<file path="src/rtl/cache_line_transfer_if.sv">
// Bus bundle for cache_line_transfer: command side (cache controller),
// higher-memory requester port and datalines-array port.
//   master : the transfer engine
//   slave  : the environment (controller, higher memory, line storage)
interface cache_line_transfer_if #(
  parameter int XLEN       = 32,
  parameter int LINE_SIZE  = 32,
  parameter int BEAT_WORDS = 1
);
  localparam int WSS = $clog2(LINE_SIZE / 4);
  localparam int DW  = BEAT_WORDS * XLEN;

  // command side
  logic            cmd_valid;
  logic            cmd_ready;
  logic            cmd_writeback;
  logic [XLEN-1:0] cmd_address;
  logic            busy;
  logic            done;
  logic            critical_valid;
  logic [XLEN-1:0] critical_word;
  // higher memory
  logic            hmem_req_valid;
  logic            hmem_req_write;
  logic [XLEN-1:0] hmem_req_address;
  logic [DW-1:0]   hmem_req_store_data;
  logic            hmem_req_fulfilled;
  logic [DW-1:0]   hmem_loaded_data;
  // line storage
  logic [WSS-1:0]  line_word_select;
  logic            line_write;
  logic [DW-1:0]   line_write_data;
  logic [DW-1:0]   line_read_data;

  modport master (
    input  cmd_valid, cmd_writeback, cmd_address,
           hmem_req_fulfilled, hmem_loaded_data, line_read_data,
    output cmd_ready, busy, done, critical_valid, critical_word,
           hmem_req_valid, hmem_req_write, hmem_req_address, hmem_req_store_data,
           line_word_select, line_write, line_write_data
  );

  modport slave (
    output cmd_valid, cmd_writeback, cmd_address,
           hmem_req_fulfilled, hmem_loaded_data, line_read_data,
    input  cmd_ready, busy, done, critical_valid, critical_word,
           hmem_req_valid, hmem_req_write, hmem_req_address, hmem_req_store_data,
           line_word_select, line_write, line_write_data
  );
endinterface

</file>
<file path="src/rtl/cache_line_transfer.sv">
// Cache line transfer engine: moves one full line between the datalines
// array and higher memory, either as a fill (miss) or a writeback (dirty
// victim). Beats are BEAT_WORDS words wide; with CRITICAL_FIRST the fill
// starts at the beat holding the requested word and wraps, and the requested
// word is flagged on critical_valid as it arrives (early restart).
// Ports:
//   clk   - clock, all state on rising edge
//   reset - asynchronous, active-high; abandons any transfer in flight
//   bus   - cache_line_transfer_if.master (command, hmem, line ports)
module cache_line_transfer #(
  parameter int XLEN           = 32,
  parameter int LINE_SIZE      = 32,
  parameter int BEAT_WORDS     = 1,
  parameter int CRITICAL_FIRST = 1,
  parameter int READ_ONLY      = 0
) (
  input logic clk,
  input logic reset,
  cache_line_transfer_if.master bus
);
  localparam int WSS   = $clog2(LINE_SIZE / 4);
  localparam int BEATS = (LINE_SIZE / 4) / BEAT_WORDS;
  localparam int BSEL  = (BEATS > 1) ? $clog2(BEATS) : 1;
  localparam int OFS   = $clog2(LINE_SIZE);
  localparam int BWB   = $clog2(BEAT_WORDS);

  if (XLEN != 32) begin : g_bad_xlen
    $error("cache_line_transfer: only XLEN=32 is supported");
  end
  if ((LINE_SIZE & (LINE_SIZE - 1)) != 0) begin : g_bad_line
    $error("cache_line_transfer: LINE_SIZE must be a power of 2");
  end
  if ((BEAT_WORDS & (BEAT_WORDS - 1)) != 0 || BEATS < 2) begin : g_bad_beat
    $error("cache_line_transfer: BEAT_WORDS must be a power of 2 leaving at least 2 beats");
  end

  typedef enum logic [1:0] {IDLE, FILL, WRITEBACK, DONE} state_t;

  state_t              state;
  logic [XLEN-OFS-1:0] block;
  logic [WSS-1:0]      crit_word;
  logic [BSEL-1:0]     beat;
  logic [BSEL:0]       remaining;

  logic [WSS-1:0]      cmd_word;
  logic [BSEL-1:0]     start_beat;
  logic [BSEL-1:0]     crit_beat;
  logic [WSS-1:0]      crit_idx;
  logic [WSS-1:0]      word_sel;
  logic                unused_addr_bits;

  assign cmd_word         = bus.cmd_address[OFS-1:2];
  assign unused_addr_bits = ^bus.cmd_address[1:0];
  assign start_beat       = (CRITICAL_FIRST != 0) ? BSEL'(cmd_word >> BWB) : '0;
  assign crit_beat        = BSEL'(crit_word >> BWB);
  assign crit_idx         = crit_word & WSS'(BEAT_WORDS - 1);
  assign word_sel         = WSS'(beat) << BWB;

  // Address, select and store data derive only from registered beat/block,
  // so they stay put across any number of stall cycles.
  assign bus.line_word_select    = word_sel;
  assign bus.hmem_req_address    = {block, word_sel, 2'b00};
  assign bus.hmem_req_store_data = bus.line_read_data;
  assign bus.line_write_data     = bus.hmem_loaded_data;

  // Same-cycle line write and early restart; gated on state so a fulfilled
  // seen outside a transfer (or during reset) has no effect.
  assign bus.line_write     = (state == FILL) && bus.hmem_req_fulfilled;
  assign bus.critical_valid = (state == FILL) && bus.hmem_req_fulfilled && (beat == crit_beat);
  assign bus.critical_word  = bus.critical_valid
                              ? bus.hmem_loaded_data[int'(crit_idx) * XLEN +: XLEN] : '0;

  always_ff @(posedge clk or posedge reset) begin
    if (reset) begin
      state              <= IDLE;
      block              <= '0;
      crit_word          <= '0;
      beat               <= '0;
      remaining          <= '0;
      bus.cmd_ready      <= 1'b1;
      bus.busy           <= 1'b0;
      bus.done           <= 1'b0;
      bus.hmem_req_valid <= 1'b0;
      bus.hmem_req_write <= 1'b0;
    end else begin
      case (state)
        IDLE: begin
          if (bus.cmd_valid) begin
            block         <= bus.cmd_address[XLEN-1:OFS];
            crit_word     <= cmd_word;
            beat          <= start_beat;
            remaining     <= (BSEL+1)'(BEATS);
            bus.cmd_ready <= 1'b0;
            bus.busy      <= 1'b1;
            if (bus.cmd_writeback && READ_ONLY != 0) begin
              // no writeback path: acknowledge without memory traffic
              state    <= DONE;
              bus.done <= 1'b1;
            end else if (bus.cmd_writeback) begin
              state              <= WRITEBACK;
              bus.hmem_req_valid <= 1'b1;
              bus.hmem_req_write <= 1'b1;
            end else begin
              state              <= FILL;
              bus.hmem_req_valid <= 1'b1;
              bus.hmem_req_write <= 1'b0;
            end
          end
        end
        FILL, WRITEBACK: begin
          if (bus.hmem_req_fulfilled) begin
            beat      <= beat + 1'b1;  // power-of-2 beat count wraps naturally
            remaining <= remaining - 1'b1;
            // completion follows the count; the beat index may have wrapped
            if (remaining == (BSEL+1)'(1)) begin
              state              <= DONE;
              bus.done           <= 1'b1;
              bus.hmem_req_valid <= 1'b0;
              bus.hmem_req_write <= 1'b0;
            end
          end
        end
        DONE: begin
          state         <= IDLE;
          bus.done      <= 1'b0;
          bus.busy      <= 1'b0;
          bus.cmd_ready <= 1'b1;
        end
        default: state <= IDLE;
      endcase
    end
  end
endmodule

</file>
<file path="src/flat_wrapper.sv">
// flat-port wrapper written by rule: the top's interface ports become plain ports
module cache_line_transfer_flat 
#(
  parameter int XLEN           = 32,
  parameter int LINE_SIZE      = 32,
  parameter int BEAT_WORDS     = 1,
  parameter int CRITICAL_FIRST = 1,
  parameter int READ_ONLY      = 0
)
  (clk, reset, bus_cmd_valid, bus_cmd_writeback, bus_cmd_address, bus_hmem_req_fulfilled, bus_hmem_loaded_data, bus_line_read_data, bus_cmd_ready, bus_busy, bus_done, bus_critical_valid, bus_critical_word, bus_hmem_req_valid, bus_hmem_req_write, bus_hmem_req_address, bus_hmem_req_store_data, bus_line_word_select, bus_line_write, bus_line_write_data);
  cache_line_transfer_if #(.XLEN(XLEN), .LINE_SIZE(LINE_SIZE), .BEAT_WORDS(BEAT_WORDS)) bus_i ();
  input logic clk;
  input logic reset;
  input wire logic [$bits(bus_i.cmd_valid)-1:0] bus_cmd_valid;
  input wire logic [$bits(bus_i.cmd_writeback)-1:0] bus_cmd_writeback;
  input wire logic [$bits(bus_i.cmd_address)-1:0] bus_cmd_address;
  input wire logic [$bits(bus_i.hmem_req_fulfilled)-1:0] bus_hmem_req_fulfilled;
  input wire logic [$bits(bus_i.hmem_loaded_data)-1:0] bus_hmem_loaded_data;
  input wire logic [$bits(bus_i.line_read_data)-1:0] bus_line_read_data;
  output wire logic [$bits(bus_i.cmd_ready)-1:0] bus_cmd_ready;
  output wire logic [$bits(bus_i.busy)-1:0] bus_busy;
  output wire logic [$bits(bus_i.done)-1:0] bus_done;
  output wire logic [$bits(bus_i.critical_valid)-1:0] bus_critical_valid;
  output wire logic [$bits(bus_i.critical_word)-1:0] bus_critical_word;
  output wire logic [$bits(bus_i.hmem_req_valid)-1:0] bus_hmem_req_valid;
  output wire logic [$bits(bus_i.hmem_req_write)-1:0] bus_hmem_req_write;
  output wire logic [$bits(bus_i.hmem_req_address)-1:0] bus_hmem_req_address;
  output wire logic [$bits(bus_i.hmem_req_store_data)-1:0] bus_hmem_req_store_data;
  output wire logic [$bits(bus_i.line_word_select)-1:0] bus_line_word_select;
  output wire logic [$bits(bus_i.line_write)-1:0] bus_line_write;
  output wire logic [$bits(bus_i.line_write_data)-1:0] bus_line_write_data;
  assign bus_i.cmd_valid = bus_cmd_valid;
  assign bus_i.cmd_writeback = bus_cmd_writeback;
  assign bus_i.cmd_address = bus_cmd_address;
  assign bus_i.hmem_req_fulfilled = bus_hmem_req_fulfilled;
  assign bus_i.hmem_loaded_data = bus_hmem_loaded_data;
  assign bus_i.line_read_data = bus_line_read_data;
  assign bus_cmd_ready = bus_i.cmd_ready;
  assign bus_busy = bus_i.busy;
  assign bus_done = bus_i.done;
  assign bus_critical_valid = bus_i.critical_valid;
  assign bus_critical_word = bus_i.critical_word;
  assign bus_hmem_req_valid = bus_i.hmem_req_valid;
  assign bus_hmem_req_write = bus_i.hmem_req_write;
  assign bus_hmem_req_address = bus_i.hmem_req_address;
  assign bus_hmem_req_store_data = bus_i.hmem_req_store_data;
  assign bus_line_word_select = bus_i.line_word_select;
  assign bus_line_write = bus_i.line_write;
  assign bus_line_write_data = bus_i.line_write_data;
  cache_line_transfer #(.XLEN(XLEN), .LINE_SIZE(LINE_SIZE), .BEAT_WORDS(BEAT_WORDS), .CRITICAL_FIRST(CRITICAL_FIRST), .READ_ONLY(READ_ONLY)) u_core (.clk(clk), .reset(reset), .bus(bus_i));
endmodule
</file>
<file path="config.mk">
export PLATFORM = sky130hd
export DESIGN_NAME = cache_line_transfer_flat
export DESIGN_NICKNAME = d
export VERILOG_FILES = /design/src/rtl/cache_line_transfer_if.sv /design/src/rtl/cache_line_transfer.sv /design/src/flat_wrapper.sv
export SDC_FILE = /design/constraint.sdc
export NUM_CORES = 1
export LEC_CHECK = 0
export CORE_ASPECT_RATIO = 1.75
export CORE_MARGIN = 2
export CORE_UTILIZATION = 35
export CTS_CLUSTER_DIAMETER = 150
export DETAILED_ROUTE_END_ITERATION = 12
export PLACE_DENSITY = 0.94
export SYNTH_ARGS = -nofsm -noshare
export SYNTH_HDL_FRONTEND = slang
export SYNTH_SLANG_ARGS = --single-unit
</file>
<file path="constraint.sdc">
create_clock -name clk -period 4.2 [get_ports clk]
set_input_delay 0.63 -clock clk [delete_from_list [all_inputs] [get_ports clk]]
set_output_delay 0.63 -clock clk [all_outputs]
set_load 0.1 [all_outputs]
</file>
# == Word-level counts from Yosys, hierarchy flattened ==
# Cells that the tools add are included.
# op_classes
addsub,2
eq_ne,8
mux,25
n_reduce_logical,13
# op_table
operator,count
32-bit two-way mux,1
1-bit case mux with 2 select lines,5
3-bit AND reduction,3
1-bit two-way mux,8
2-bit two-way mux,4
4-bit two-way mux,2
4-bit case mux with 2 select lines,1
3-bit two-way mux,2
2-bit case mux with 3 select lines,1
3-bit case mux with 2 select lines,1
2-bit nonzero test,3
"2-bit == test, second input constant",2
"4-bit by 1-bit == test with 1-bit output, second input constant",1
"2-bit != test, second input constant",2
2-bit AND reduction,2
4-bit AND reduction,1
"4-bit by 1-bit subtractor with 4-bit output, second input constant",1
"3-bit by 1-bit adder with 3-bit output, second input constant",1
3-bit == test,1
"2-bit by 1-bit == test with 1-bit output, second input constant",1
1-bit logical AND,2
2-bit logical NOT,1
"2-bit by 1-bit != test with 1-bit output, second input constant",1
2-bit OR reduction,1
# totals
regBits,44
word_cells,58

# == Longest topological paths before layout ==
# Gate-level depths: netlist of the first run.
# depth
ltp_word,4
ltp_mapped,7
mapped_depth_nobuf,5

# == Least setup slack after synthesis of the first run ==
# OpenSTA, ideal clock, no wires.
# synth_path
path_type,input port to output port
from,in bus_hmem_req_fulfilled
to,out bus_critical_word[21]
arrival_time_ns,3.636
t_required_ns,3.570
setup_slack_ns,-0.066
path_stages,4
path_buffers,1
path_cell_list,and2_1 -> and4_1 -> clkbuf_1 -> and2_1
# synth_via
elab_chain_len,3
# synth_lines
element,line_no,text
"start, declared",flat_wrapper.sv:17,input wire logic [$bits(bus_i.hmem_req_fulfilled)-1:0] bus_hmem_req_fulfilled;
1-bit logical AND (2 in a row),cache_line_transfer.sv:69,assign bus.critical_valid = (state == FILL) && bus.hmem_req_fulfilled && (beat == crit_beat);
net bus_critical_valid,flat_wrapper.sv:23,output wire logic [$bits(bus_i.critical_valid)-1:0] bus_critical_valid;
32-bit two-way mux,cache_line_transfer.sv:71,? bus.hmem_loaded_data[int'(crit_idx) * XLEN +: XLEN] : '0;
"end, declared",flat_wrapper.sv:24,output wire logic [$bits(bus_i.critical_word)-1:0] bus_critical_word;
# The timed path passes the listed nets, and every way through them passes these cells.

# == Worst setup path in the final report of the first run ==
# layout_path
from,in bus_hmem_req_fulfilled
to,out bus_critical_word[16]
# layout_via
elab_chain_len,3
# layout_lines
element,line_no
1-bit logical AND (2 in a row),cache_line_transfer.sv:69
32-bit two-way mux,cache_line_transfer.sv:71
# Every way passes these cells.

==> reports/metrics.cfg, run 1 <==
[sta]
slew_violations = 0
tightest_slew_ns = 1.001
finalCriticalPeriod_ns = 3.311
setup_violations = 0
maxSlewHeadroom = 0.3305
hold_viol = 0
fmax_mhz = 302.0
tns_ns = 0
finClkSkew_ns = 0.003474
fin_crit_sh = 0.7884
rsz0062_at_grt = false

[outcome]
status = finished clean

[routing]
vias_per_cell = 4.852
drtIter0Drc = 46
wl_um = 9557
wl_per_cell_um = 21.10
drcViolationCount = 0
antenna_left = 0
vias = 2198
first_pass_iters = 4

[grt]
track_usage = 0.2156
antenna_found_initial = 0
grt_pass1_wl_um = 13530
grt_overflow = 0
grt_max_degree = 45
grt_pass1_vias = 2334

[worst_hold_path]
hold_path_class = reg2reg
hp-start = u_core.block[5]
holdPathEnd = u_core.block[5]
whs_path_depth = 1

[yosys]
async_flop_share = 1.000
post-synth-top-area-cell = dfrtp_1
seq_area_frac_synth = 0.3940
synth_area_leaders = dfrtp_1 38%, buf_4 19%, mux2_2 13%
synthFlopType = dfrtp_1
avgSynthCellArea_um2 = 10.76
syn_area_um2 = 2798
yosysMostFrequentCell = buf_4
yosys_register_bits = 44
synth.distinct_cells = 41
synth_common_cells = 70 x buf_4, 43 x dfrtp_1, 33 x and2_1, 33 x mux2_2, 11 x inv_1
synth_top_area_frac = 0.3846
ys_warn_count = 0
synth-edff-count = 0
synthCells = 260

[floorplanning]
die_h_um = 122.3
fp-row-count = 43
coreArea_um2 = 7855
die_x_um = 71.59
ios = 239
start_util = 0.3562
dieArea_um2 = 8753

[setup_path]
crit_family = simple AND/OR/NAND/NOR gates
start_kind = input port
reg2reg_from = u_core.state[0]
crit_chain = clkdlybuf4s50_1, and2_1, and4_1, and2_1, buf_4
worstPathArrival_ns = 2.68
r2r_end = u_core.bus.line_word_select[2]
critPathRequiredTime_ns = 3.57
critPathMaxFanout = 33
crit_top_cell = and2_1
endpoint_kind = primary output
r2r.worst_path.cells = 5
critPathMaxStageDelay_ns = 0.76
cp_slowest_cell = and4_1
rrSetupSlack_ns = 1.73
crit_buf_inv = 2
worst-setup-path-type = in2out

[place]
hpwlAfterDp_um = 7878
io_buffers = 170
gp_congestion = 0.8482

[clocking]
cts-root-buf = clkbuf_16
clk_pin_slew_worst_paths_ns = 0.06
cts_setup_buffers = 0
clock_path_buffers = 2
htreeDepth = 2
cts_resized = 0
clkLatencyLatePin_ns = 0.29
cts_num_sinks = 44
cts_buffers = 5
cts_tree = yes
hold_buffers = 0

[finish]
fillCellCount = 682
layout-drive-gt1-share = 0.2893
areaGrowthSynthToFinish_pct = 45.53
register_area_um2 = 1102
layout.nets = 470
multi_input_area_um2 = 1081
n_antenna_cell = 0

[run]
drv_cap = 0

[area by class of cell]
class / instances / share of cell area
repair buffers: 172 / 0.3903
well taps: 90 / 0.02766
flip-flops and latches: 44 / 0.2707
multi-input cells: 128 / 0.2655
clock buffers: 6 / 0.03165
inverters: 11 / 0.01014
clock inverters: 2 / 0.003995
[worst max-delay path by stage]
| stage | startpoint | to | cells past startpoint |
|---|---|---|---|
| 2_1_floorplan | bus_hmem_req_fulfilled | bus_critical_word[21] | 4 |
| 3_3_place_gp | bus_hmem_req_fulfilled | bus_critical_word[16] | 5 |
| 3_5_place_dp | bus_hmem_req_fulfilled | bus_critical_word[16] | 5 |
| 4_1_cts | bus_hmem_req_fulfilled | bus_critical_word[16] | 5 |
| 5_1_grt | bus_hmem_req_fulfilled | bus_critical_word[6] | 5 |
| 6_report | bus_hmem_req_fulfilled | bus_critical_word[16] | 5 |
[metrics by stage]
| stage | cells | hold WS, ns | util | area, um^2 | setup slack (ns) |
|---|---|---|---|---|---|
| 6_report | 453 | 0.5069 | 0.5183 | 4071 | 0.8889 |
| 5_1_grt | 453 | 0.5227 | 0.5183 | 4071 | 0.7662 |
| 4_1_cts | 453 | 0.5090 | 0.5183 | 4071 | 0.8795 |
| 3_5_place_dp | 445 | 0.4895 | 0.4998 | 3926 | 0.8970 |
| 3_3_place_gp | 445 | 0.4625 | 0.4998 | 3926 | 1.000 |
| 2_1_floorplan | 261 | 0.4945 | - | 2803 | 0.4256 |
[state kept, by name, summed over array words and instances (netlist names)]
| name | flops |
|---|---|
| u_core.remaining | 4 |
| u_core.bus.hmem_req_write | 1 |
| u_core.bus.cmd_ready | 1 |
| u_core.bus.line_word_select | 3 |
| u_core.bus.busy | 1 |
| u_core.bus.done | 1 |
| u_core.crit_beat | 3 |
| u_core.state | 2 |
| u_core.block | 27 |
| u_core.bus.hmem_req_valid | 1 |
[routing by layer]
layer	up-vias	share of wire	track usage
met1	1032	0.26	0.1691
met5	-	0	0
met2	139	0.47	0.3466
met4	0	0.043	0.1156
met3	36	0.23	0.2011
li1	991	-	-
[placed cells by master, fill, tap and decap left out, types with 2 or more instances in the layout]
master | synthesis | routed
dfrtp_1 | 43 | 43
a21oi_1 | 3 | 3
buf_4 | 70 | 53
and3b_2 | 2 | 2
nor2b_1 | 4 | 4
o22ai_1 | 3 | 3
clkdlybuf4s50_1 | 0 | 119
and2_1 | 33 | 33
clkbuf_16 | 0 | 5
xnor2_1 | 3 | 3
mux2i_1 | 3 | 3
o21ai_0 | 3 | 3
mux2_2 | 33 | 33
nor2_1 | 6 | 6
conb_1 | 1 | 2
inv_1 | 11 | 10
or3_1 | 2 | 2
ha_1 | 7 | 7
nand2_1 | 5 | 5
[logic make-up (layout without fill, tap and decap cells)]
group	count (synthesis)	count (layout)	synth area share
buffers and inverters	89	191	0.2209
XOR/XNOR	3	3	0.009393
multiplexers	36	36	0.1436
other	1	2	0.001340
flip-flops	44	44	0.3940
AO/OA/AOI/OAI	18	18	0.05322
AND/OR/NAND/NOR	62	62	0.1462
adder cells (fa/ha/maj)	7	7	0.03130
[worst register-to-register path: cells and delay by family (launching register included)]
family          cells  cell delay [ns]
compound gates      1             0.33
fa+ha+maj           1             0.50
buf+inv             1             0.09
flops               1             0.42
simple gates        2             1.01
Power of run 1 is left out: the tool's default activity adds up to more than one toggle a clock period on the data nets, which glitch-free logic cannot reach.
==> run 2, diff against run 1 <==
--- a/config.mk
+++ b/config.mk
@@ -7,10 +7,10 @@
 export LEC_CHECK = 0
 export CORE_ASPECT_RATIO = 1.75
 export CORE_MARGIN = 2
-export CORE_UTILIZATION = 35
+export CORE_UTILIZATION = 32
 export CTS_CLUSTER_DIAMETER = 150
 export DETAILED_ROUTE_END_ITERATION = 12
-export PLACE_DENSITY = 0.94
+export PLACE_DENSITY = 0.88
 export SYNTH_ARGS = -nofsm -noshare
 export SYNTH_HDL_FRONTEND = slang
 export SYNTH_SLANG_ARGS = --single-unit
==> constraint.sdc (replaced) <==
create_clock -name clk -period 3.3 [get_ports clk]
set_input_delay 0.495 -clock clk [delete_from_list [all_inputs] [get_ports clk]]
set_output_delay 0.495 -clock clk [all_outputs]
set_load 0.1 [all_outputs]
==> run 2 against run 1 <==
Compared with the run above: final area up 11%; wire length grew 14%; highest routed layer unchanged; critical path depth increased by 1.
==> reports/metrics.cfg, run 2 (same netlist as run 1, synthesis figures left out) <==
[grt]
grt_pass1_vias = 2353
track_usage = 0.2288
grt_overflow = 0
antenna_found_initial = 0
grt_pass1_wl_um = 14950
grt_max_degree = 34

[finish]
multi_input_area_um2 = 1094
regMostFlops = u_core.block
layout.nets = 472
layout_commonest_cell = clkdlybuf4s50_1
fillCellCount = 737
register_area_um2 = 1102
top_regs = u_core.block: 27 flops, u_core.remaining: 4 flops
layout-drive-gt1-share = 0.3890
mostFrequentLayoutCells = 94 x clkdlybuf4s50_1, 47 x buf_4, 43 x dfrtp_1
n_antenna_cell = 0
fin_util = 0.5226
areaGrowthSynthToFinish_pct = 60.91
largest_register_ffs = 27

[clocking]
cts-root-buf = clkbuf_16
cts_resized = 0
clk_pin_slew_worst_paths_ns = 0.06
htreeDepth = 2
clock_path_buffers = 2
clkLatencyLatePin_ns = 0.30
cts_setup_buffers = 0
cts_tree = yes
cts_num_sinks = 44
hold_buffers = 0
cts_buffers = 5

[routing]
drtIter0Drc = 64
drcViolationCount = 0
wl_per_cell_um = 22.53
wl_um = 10860
vias = 2243
first_pass_iters = 4
vias_per_cell = 4.654
antenna_left = 0

[place]
gp_congestion = 0.8971
io_buffers = 170
hpwlAfterDp_um = 9386
dp_slack_ns = 0.7086

[sta]
finalCriticalPeriod_ns = 2.604
finClkSkew_ns = 0.01247
setup_violations = 0
rsz0062_at_grt = false
slew_violations = 0
fin_crit_sh = 0.7890
hold_viol = 0
maxSlewHeadroom = 0.3402
fmax_mhz = 384.1
setup_slack_ns = 0.6965
tightest_slew_ns = 0.9866
tns_ns = 0

[setup_path]
start_kind = input port
critPathMaxStageDelay_ns = 0.55
reg2reg_from = u_core.state[0]
crit_family = buffers and inverters
critPathRequiredTime_ns = 2.80
critPathMaxFanout = 33
cp_slowest_cell = clkdlybuf4s50_1
worstPathArrival_ns = 2.11
crit_buf_inv = 3
worst-setup-path-type = in2out
crit_chain = clkdlybuf4s50_1, and2_2, and4_1, buf_4, and2_1, buf_12
endpoint_kind = primary output
critical_path.startpoint = bus_hmem_req_fulfilled

[run]
drv_cap = 0

[power]
powerDensity_nw_per_um2 = 1219
p_leak_nw = 1.937
peakVddDrop_v = 0.0009953

[worst_hold_path]
hold_path_class = reg2reg
hp-start = u_core.block[14]

[floorplanning]
die_x_um = 74.68
start_util = 0.3248
ios = 239
die_h_um = 127.7
dieArea_um2 = 9536
coreArea_um2 = 8615
fp-row-count = 45

[outcome]
status = finished clean

[run 2: cell types whose count changed in the layout (fill, tap and decap cells not counted), sizes merged]
cell,previous run,this run
clkinvlp,1,0
buf,53,80
clkdlybuf4s50,119,94
bufinv,0,1
[run 2: worst register-to-register path, cell delays in order, from the launching register on]
cell	delay [ns]
dfrtp_1	0.42
inv_1	0.09
ha_1	0.47
nor2b_1	0.22
buf_4	0.19
nor3_4	0.27
mux2_2	0.37
[run 2: report_power, final]
group	switching [mW]	total [mW]	internal, mW
clock	0.206	0.562	0.356
combinational	2.81	3.91	1.10
sequential	0.194	1.02	0.826
total	3.21	5.49	2.28
[run 2: worst paths after layout]
path / to / slack, ns / cells after the start
hold / removal: u_core.block[14] / 0.50 / 1
min in group asynchronous: u_core.block[10] / 0.52 / 2
hold reg to reg: u_core.block[14] / 0.50 / 1
setup / recovery: bus_critical_word[17] / 0.70 / 6
max in group asynchronous: u_core.bus.cmd_ready / 2.03 / 3
setup reg to reg: u_core.bus.line_word_select[1] / 1.16 / 6
[run 2: area by class of cell]
cell class                 instances  share of cell area
inverter                          11            0.009172
clock inverter                     2            0.007782
sequential                        44              0.2449
multi-input combinational        128              0.2429
tap                              117             0.03252
timing repair buffer             174              0.4341
clock buffer                       6             0.02863
[run 2: stage by stage]
step / total power, mW / cells / hold slack, ns / instance area (um^2)
after floorplan: 4.227 / 261 / 0.4945 / 2815
after global placement: 4.853 / 474 / 0.4639 / 4338
after detailed placement: 4.931 / 474 / 0.4742 / 4338
after CTS: 5.513 / 482 / 0.5063 / 4502
after global routing: 5.701 / 482 / 0.5129 / 4502
final: 5.490 / 482 / 0.5040 / 4502
[run 2: per-layer routing]
| metal | wire (um) | up-vias | global-route usage | part of all wire |
|---|---|---|---|---|
| li1 | - | 999 | - | - |
| met1 | 2545 | 1034 | 0.1687 | 0.23 |
| met2 | 4856 | 163 | 0.3425 | 0.45 |
| met5 | 0 | - | 0 | 0 |
| met4 | 479 | 0 | 0.1166 | 0.044 |
| met3 | 2976 | 47 | 0.2657 | 0.27 |
Power figures use the tool's default switching activity.
==> run 3, diff against run 2 <==
==> constraint.sdc (replaced) <==
create_clock -name clk -period 2.4 [get_ports clk]
set_input_delay 0.36 -clock clk [delete_from_list [all_inputs] [get_ports clk]]
set_output_delay 0.36 -clock clk [all_outputs]
set_load 0.1 [all_outputs]
==> run 3 against run 2 <==
Compared with the run above: clock-buffer cell count increased by 2; global-route usage decreased by 0.44 points; critical path depth is 1 higher; sequential power up 38%; critical path type is now reg2out; power grew 37%; clock skew down 0.010 ns; final area rose by 7.5%.
==> reports/metrics.cfg, run 3 (same netlist as run 1, synthesis figures left out) <==
[outcome]
status = finished clean

[grt]
met3_usage = 0.2681
grt_overflow = 0
grt_pass1_vias = 2338
grt_max_degree = 34
track_usage = 0.2244
grt_pass1_wl_um = 14770
antenna_found_initial = 0
grtUsageMet2 = 0.3332
grt_busiest_layer = met2
met1_usage = 0.1631

[floorplanning]
die_h_um = 127.7
start_util = 0.3248
coreArea_um2 = 8615
ios = 239
die_x_um = 74.68
fp-row-count = 45
dieArea_um2 = 9536

[finish]
mostFrequentLayoutCells = 66 x clkdlybuf4s50_1, 63 x buf_12, 46 x buf_4
fin_area_um2 = 4838
areaGrowthSynthToFinish_pct = 72.94
layout_commonest_cell = clkdlybuf4s50_1
n_antenna_cell = 0
fin_util = 0.5617
regMostFlops = u_core.block
largest_register_ffs = 27
stdcell_count = 483
top_regs = u_core.block: 27 flops, u_core.remaining: 4 flops
layout-drive-gt1-share = 0.5273
layout.nets = 473

[setup_path]
crit_chain = inv_1, ha_1, and2_4, and4_1, buf_12, and2_1, buf_12
worstPathArrival_ns = 1.92
critPathMaxStageDelay_ns = 0.40
start_kind = flop
r2r.worst_path.cells = 6
critPathRequiredTime_ns = 2.04
worst-setup-path-type = reg2out
crit_top_cell = buf_12
cp_slowest_cell = dfrtp_1
endpoint_kind = primary output
critPathMaxFanout = 33

[clocking]
clk_pin_slew_worst_paths_ns = 0.06
cts-root-buf = clkbuf_16
cts_num_sinks = 44
cts_tree = yes
clkLatencyLatePin_ns = 0.28
cts_setup_buffers = 0
hold_buffers = 0
cts_buffers = 5
htreeDepth = 2
clock_path_buffers = 2
cts_resized = 0

[sta]
finClkSkew_ns = 0.002388
fmax_mhz = 438.6
finalCriticalPeriod_ns = 2.280
tns_ns = 0
tightest_slew_ns = 0.6918
fin_crit_sh = 0.9500
hold_viol = 0
setup_violations = 0
rsz0062_at_grt = false
slew_violations = 0
maxSlewHeadroom = 0.5359

[place]
dpl.cell_count = 475
io_buffers = 170
hpwlAfterDp_um = 9404
dpl_cell_area_um2 = 4692
gp_congestion = 0.9178

[routing]
vias = 2230
drtIter0Drc = 44
wl_per_cell_um = 22.30
wl_um = 10770
first_pass_iters = 4
vias_per_cell = 4.617
drcViolationCount = 0
antenna_left = 0

[power]
powerDensity_nw_per_um2 = 1551
total_power_mw = 7.505
peakVddDrop_v = 0.001550
p_leak_nw = 2.115

[run]
drv_cap = 0

[worst_hold_path]
hold_path_class = in2async

## run 3: cell count changes in the layout (fill, tap and decap cells not counted), sizes merged
cell	delta
bufinv	-1
clkinv	-1
clkbuf	+2
buf	+29
clkdlybuf4s50	-28
## run 3: layout make-up
cell class                      instances  area [um^2]
Tap cell                              117        146.4
Timing Repair Buffer                  175         2267
Clock buffer                            8        146.4
Multi-Input combinational cell        128         1131
Inverter                               11        41.29
Fill cell                             695         3776
Sequential cell                        44         1106
## run 3: worst paths after layout
path | slack, ns | startpoint | endpoint
worst max-delay path | 0.12 | u_core.state[1] | bus_critical_word[31]
max in group asynchronous | 1.30 | reset | u_core.bus.cmd_ready
worst min register to register | 0.48 | u_core.bus.cmd_ready | u_core.bus.cmd_ready
worst min-delay path | 0.42 | reset | u_core.block[13]
min in group clk | 0.48 | u_core.bus.cmd_ready | u_core.bus.cmd_ready
worst max register to register | 0.30 | u_core.state[0] | u_core.remaining[2]
## run 3: where the power goes
part	total (mW)	switching, mW	internal [mW]
combinational	5.40	3.87	1.53
clock	0.689	0.274	0.415
sequential	1.41	0.272	1.14
total	7.51	4.41	3.09
## run 3: per-layer routing
| layer | routed length (um) | share of wire |
|---|---|---|
| met1 | 2562 | 0.24 |
| met3 | 3026 | 0.28 |
| met2 | 4674 | 0.43 |
| met4 | 505 | 0.047 |
| met5 | 0 | 0 |
## run 3: worst max-delay path, delay by kind of cell, from the launching register on
kind,cells,cell delay [ns]
adders and majority gates,1,0.15
and+or+nand+nor,3,0.59
buffers and inverters,3,0.48
DFF,1,0.40
## run 3: through the flow
| step | setup WS [ns] | hold WS, ns |
|---|---|---|
| final | 0.1199 | 0.4204 |
| after global routing | 0.04643 | 0.4770 |
| after CTS | 0.1138 | 0.4322 |
| after detailed placement | 0.1758 | 0.4705 |
| after global placement | 0.1872 | 0.4761 |
| after floorplan | 0.03427 | 0.4768 |
==> RTL change 1, RTL diff (settings of run 3) <==
`LINE_SIZE` is set to 32 in 3 places; all go to 128.
--- a/src/rtl/cache_line_transfer_if.sv
+++ b/src/rtl/cache_line_transfer_if.sv
@@ -4,7 +4,7 @@
 //   slave  : the environment (controller, higher memory, line storage)
 interface cache_line_transfer_if #(
   parameter int XLEN       = 32,
-  parameter int LINE_SIZE  = 32,
+  parameter int LINE_SIZE  = 128,
   parameter int BEAT_WORDS = 1
 );
   localparam int WSS = $clog2(LINE_SIZE / 4);
--- a/src/rtl/cache_line_transfer.sv
+++ b/src/rtl/cache_line_transfer.sv
@@ -9,7 +9,7 @@
 //   bus   - cache_line_transfer_if.master (command, hmem, line ports)
 module cache_line_transfer #(
   parameter int XLEN           = 32,
-  parameter int LINE_SIZE      = 32,
+  parameter int LINE_SIZE      = 128,
   parameter int BEAT_WORDS     = 1,
   parameter int CRITICAL_FIRST = 1,
   parameter int READ_ONLY      = 0
--- a/src/flat_wrapper.sv
+++ b/src/flat_wrapper.sv
@@ -2,7 +2,7 @@
 module cache_line_transfer_flat 
 #(
   parameter int XLEN           = 32,
-  parameter int LINE_SIZE      = 32,
+  parameter int LINE_SIZE      = 128,
   parameter int BEAT_WORDS     = 1,
   parameter int CRITICAL_FIRST = 1,
   parameter int READ_ONLY      = 0
Ports: changed (resized bus_line_word_select); port bits go from 239 to 241. No check against the original RTL was run, so the function may have changed too.
==> RTL change 1 against run 3 <==
  * The run now ends with negative setup slack left
  * Maximum frequency shrank 9.2%
  * Register-to-register slack lost 0.07 ns
  * First-iteration DRC count grew 20%
  * Highest routed layer unchanged
  * Synthesized area grew 6.5%
  * Sequential cell count grew 4
  * Non-clock buffer count grew 12
  * Power grew 3.2%
  * Worst setup slack lost 0.23 ns
  * Routed wire length grew 2.0%
  * Final area grew 9.1%
==> RTL change 1: results (changes against run 3) <==
STA
  • Final-report setup violation count: 33 (+33)
  • Final setup skew: 0.009253 ns (+0.006865 ns)
  • Final worst slack: -0.1123 ns (-0.2322 ns)
  • Slew at the pin with the worst max-slew slack: 0.8547 ns (+0.1629 ns)

GRT
  • Routing usage on met1: 0.1912 (+0.02808)
  • Maximum number of pins on one net before global-route repair: 42 (+24%)
  • Met3 usage in global routing: 0.1559 (-0.1122)
  • Wire length of the first global-routing pass: 15.82 mm (+7.1%)

Place
  • Last weighted congestion value of the routability-driven placer: 0.8572 (-6.6%)
  • Dpl cell area: 4986 um^2 (+6.3%)
  • Dpl cells: 509 (+7.2%)
  • Worst slack after detailed placement: -0.0009110 ns (-0.1767 ns)

Synth
  • Share of the synthesized area in compound gates (AO/OA/AOI/OAI): 0.06843 (+0.01521)
  • Synth Area in XOR/XNOR: 0.02057 (+0.01118)
  • Dominant cells by area after synthesis: sky130_fd_sc_hd__dfrtp_1 39%, sky130_fd_sc_hd__buf_4 18%, sky130_fd_sc_hd__mux2_2 11%
  • Most numerous cell types in the synthesized netlist: 71 x sky130_fd_sc_hd__buf_4, 47 x sky130_fd_sc_hd__dfrtp_1, 33 x sky130_fd_sc_hd__and2_1, 30 x sky130_fd_sc_hd__mux2_2

Drt
  • Wire length per cell: 20.96 um (-6.0%)
  • WL met2: 5.525 mm (+18%)

CTS
  • PostCTS Resize Cnt: 4 (+4)

Run status
  • Outcome: finished with violations
  • Violations in the final reports: negative setup slack

Worst setup path
  • Setup slack, reg-to-reg: 0.23 ns (-0.07 ns)
  • Origin of the critical flop-to-flop path: u_core.state[1]$_DFFE_PP0P_
  • Crit path max fanout: 8 (-76%)

Final layout
  • Fraction of layout cells with a size suffix above 1: 0.5074 (-0.01990)
RTL change 1: worst max-delay path by stage:
stage / from / to / slack (ns) / cells after the start
2_1_floorplan: u_core.bus.line_word_select[0]$_DFFE_PP0P_ / bus_critical_word[22] / 0.02 / 5
3_3_place_gp: bus_hmem_req_fulfilled / bus_critical_word[1] / 0.006 / 7
3_5_place_dp: bus_hmem_req_fulfilled / bus_critical_word[0] / -0.0009 / 7
4_1_cts: u_core.state[1]$_DFFE_PP0P_ / bus_critical_word[0] / -0.04 / 8
5_1_grt: u_core.state[1]$_DFFE_PP0P_ / bus_critical_word[26] / -0.16 / 9
6_report: u_core.state[1]$_DFFE_PP0P_ / bus_critical_word[20] / -0.11 / 9
RTL change 1: logic make-up after synthesis:
group,Yosys count
compound gates,30
xor+xnor,7
fa+ha+maj,6
buf+inv,94
flops,48
mux,34
other cells,1
simple gates,71
RTL change 1: worst max-delay path, cell delays in order (launching register included):
cell,delay [ns]
sky130_fd_sc_hd__dfrtp_1,0.42
sky130_fd_sc_hd__inv_2,0.10
sky130_fd_sc_hd__ha_4,0.14
sky130_fd_sc_hd__nand2_4,0.05
sky130_fd_sc_hd__a221o_1,0.30
sky130_fd_sc_hd__nor4_4,0.16
sky130_fd_sc_hd__buf_6,0.19
sky130_fd_sc_hd__clkbuf_16,0.16
sky130_fd_sc_hd__and2_4,0.15
sky130_fd_sc_hd__buf_12,0.16
RTL change 1: final cells by class:
class	instances	area, um^2
flip-flops and latches	48	1217
clock inverters	2	12.51
clock buffers	6	128.9
repair buffers	187	2480
well taps	120	150.1
fillers	703	3757
inverters	11	41.29
multi-input cells	150	1249
RTL change 1: power by group:
part           internal (mW)  switching (mW)
sequential              1.26           0.336
clock                  0.385           0.302
combinational           1.50            3.96
==> RTL change 2, RTL diff (config.mk and constraints of run 3) <==
Without the edit above. Encoding of `state_t`: now one-hot (4 bits for 4 states).
--- a/src/rtl/cache_line_transfer.sv
+++ b/src/rtl/cache_line_transfer.sv
@@ -34,7 +34,7 @@
     $error("cache_line_transfer: BEAT_WORDS must be a power of 2 leaving at least 2 beats");
   end
 
-  typedef enum logic [1:0] {IDLE, FILL, WRITEBACK, DONE} state_t;
+  typedef enum logic [3:0] {IDLE = 4'b0001, FILL = 4'b0010, WRITEBACK = 4'b0100, DONE = 4'b1000} state_t;
 
   state_t              state;
   logic [XLEN-OFS-1:0] block;
Function: no difference found for any inputs over 10 cycles, from zero or initial values and one cycle with reset high; not proved beyond that.
==> RTL change 2 against run 3 <==
  * Final area is 2.6% higher
  * Highest routed layer unchanged
  * Largest cell class unchanged
  * Synthesized area is 1.1% lower
  * Global-route usage increased by 1.1 points
  * Power shrank 16%
  * Final cell count increased by 13%
  * Critical path type unchanged
  * Sequential power down 4%
  * Die area fell by 1.1%
  * Via count increased by 13%
  * Worst setup slack worse by 0.084 ns
  * Register-to-register slack improved by 0.24 ns
  * Sequential cell count rose by 2
  * Routed wire length is 4.0% higher
==> RTL change 2: results (changes against run 3) <==
Synth
  • Most numerous cell types in the synthesized netlist: 99 x sky130_fd_sc_hd__nand2_1, 73 x sky130_fd_sc_hd__buf_4, 44 x sky130_fd_sc_hd__dfrtp_1, 33 x sky130_fd_sc_hd__and2_1, 8 x sky130_fd_sc_hd__nor2_1
  • Synth Area in XOR/XNOR: 0.02488 (+0.01548)
  • Number of standard cells after synthesis: 323 (+24%)
  • Fraction of the yosys area taken by sequential cells: 0.4170 (+0.02300)
  • Area share of fa/ha/maj cells after synthesis: 0.01357 (-0.01774)

Power and ir drop
  • Clock share of power: 0.146 (+0.054)
  • Static Leak: 2.343 nW (+11%)
  • Cell internal power dissipation: 2.656 mW (-14%)
  • Part of the power in combinational logic: 0.637 (-0.083)
  • Maximum vdd ir drop: 1.371 mV (-12%)
  • Total clock network power: 921 uW (+34%)

Drt
  • Drt total wl: 11.20 mm (+4.0%)
  • Count of vias placed by the detailed router: 2529 (+13%)
  • Detailed-routing wirelength on met1: 3.128 mm (+22%)
  • Met3 WL: 2.669 mm (-12%)
  • WL met2: 5.008 mm (+7.1%)
  • Initial DRC Count: 59 (+34%)

GRT
  • Maximum number of pins on one net before global-route repair: 29 (-15%)
  • Routing usage on met1: 0.2113 (+0.04824)
  • Overall fraction of global-route tracks in use: 0.2358 (+0.01139)
  • Met2 track demand over resource in global routing: 0.3477 (+0.01453)
  • Met3 usage in global routing: 0.2366 (-0.03149)
  • Wire length of the first global-routing pass: 15.78 mm (+6.8%)
  • Number of global-route vias before repair: 2606 (+11%)

Worst setup path
  • Highest cell delay on the worst timing path: 0.46 ns (+0.06 ns)
  • Critical Path Sink: bus_critical_word[28]
  • Setup slack, reg-to-reg: 0.54 ns (+0.24 ns)
  • Launch point of the critical path: u_core.bus.line_word_select[2]$_DFFE_PP0P_
  • Crit path max fanout: 8 (-76%)
  • Arrival time worst endpoint: 2.00 ns (+0.08 ns)
  • Critical register-to-register path endpoint: u_core.bus.line_word_select[0]$_DFFE_PP0P_
  • Worst r2r path cells: 5 (-1)

STA
  • Final setup skew: 0.003828 ns (+0.001439 ns)

Final layout
  • Biggest regs: u_core.block: 27 flops, u_core.remaining: 4 flops, u_core.state: 4 flops
  • Fraction of layout cells with a size suffix above 1: 0.3889 (-0.1384)
  • # nets final: 535 (+13%)
  • Number of fillers in the final layout: 677 (-2.6%)

Place
  • Worst slack after detailed placement: 0.03128 ns (-0.1445 ns)
  • Dpl cell area: 4735 um^2 (+0.91%)
  • Detailed placer's ending HPWL: 9.148 mm (-2.7%)

Run status
  • Outcome: finished, final reports clean
## RTL change 2: final cells by class
class / count / share of cell area
clock inverter: 2 / 0.01210
clock buffer: 6 / 0.02797
antenna: 1 / 0.0005040
tap: 115 / 0.02898
inverter: 7 / 0.005292
multi-input combinational: 190 / 0.2193
timing repair buffer: 181 / 0.4733
sequential: 46 / 0.2326
## RTL change 2: worst min path at each step
stage | startpoint | to | slack [ns] | depth (start not counted)
global route | reset | u_core.block[16]$_DFFE_PP0P_ | 0.45 | 2
detailed placement | u_core.block[5]$_DFFE_PP0P_ | u_core.block[5]$_DFFE_PP0P_ | 0.46 | 2
global placement | u_core.bus.cmd_ready$_DFFE_PP1P_ | u_core.bus.cmd_ready$_DFFE_PP1P_ | 0.46 | 2
finish | reset | u_core.block[14]$_DFFE_PP0P_ | 0.40 | 2
CTS | reset | u_core.block[14]$_DFFE_PP0P_ | 0.41 | 2
floorplan | bus_cmd_address[5] | u_core.block[0]$_DFFE_PP0P_ | 0.47 | 2
## RTL change 2: worst max-delay path, delay by kind of cell (launching register included)
| kind | cells | cell delay [ns] |
|---|---|---|
| and+or+nand+nor | 2 | 0.64 |
| DFF | 1 | 0.46 |
| xor gates and xnor gates | 1 | 0.44 |
| buffers and inverters | 1 | 0.16 |
## RTL change 2: cell families after synthesis
logic type | Yosys count
AO/OA/AOI/OAI | 18
XOR/XNOR | 7
adder cells (fa/ha/maj) | 3
buffers and inverters | 90
flip-flops | 46
multiplexers | 1
other | 1
AND/OR/NAND/NOR | 157
## RTL change 2: repair_timing
action	4_1_cts	5_1_grt
hold buffers	0	0
endpoints found under the setup margin	22	13
pin swaps	0	0
resized for setup	1	0
cloned	1	1
setup buffers	0	1
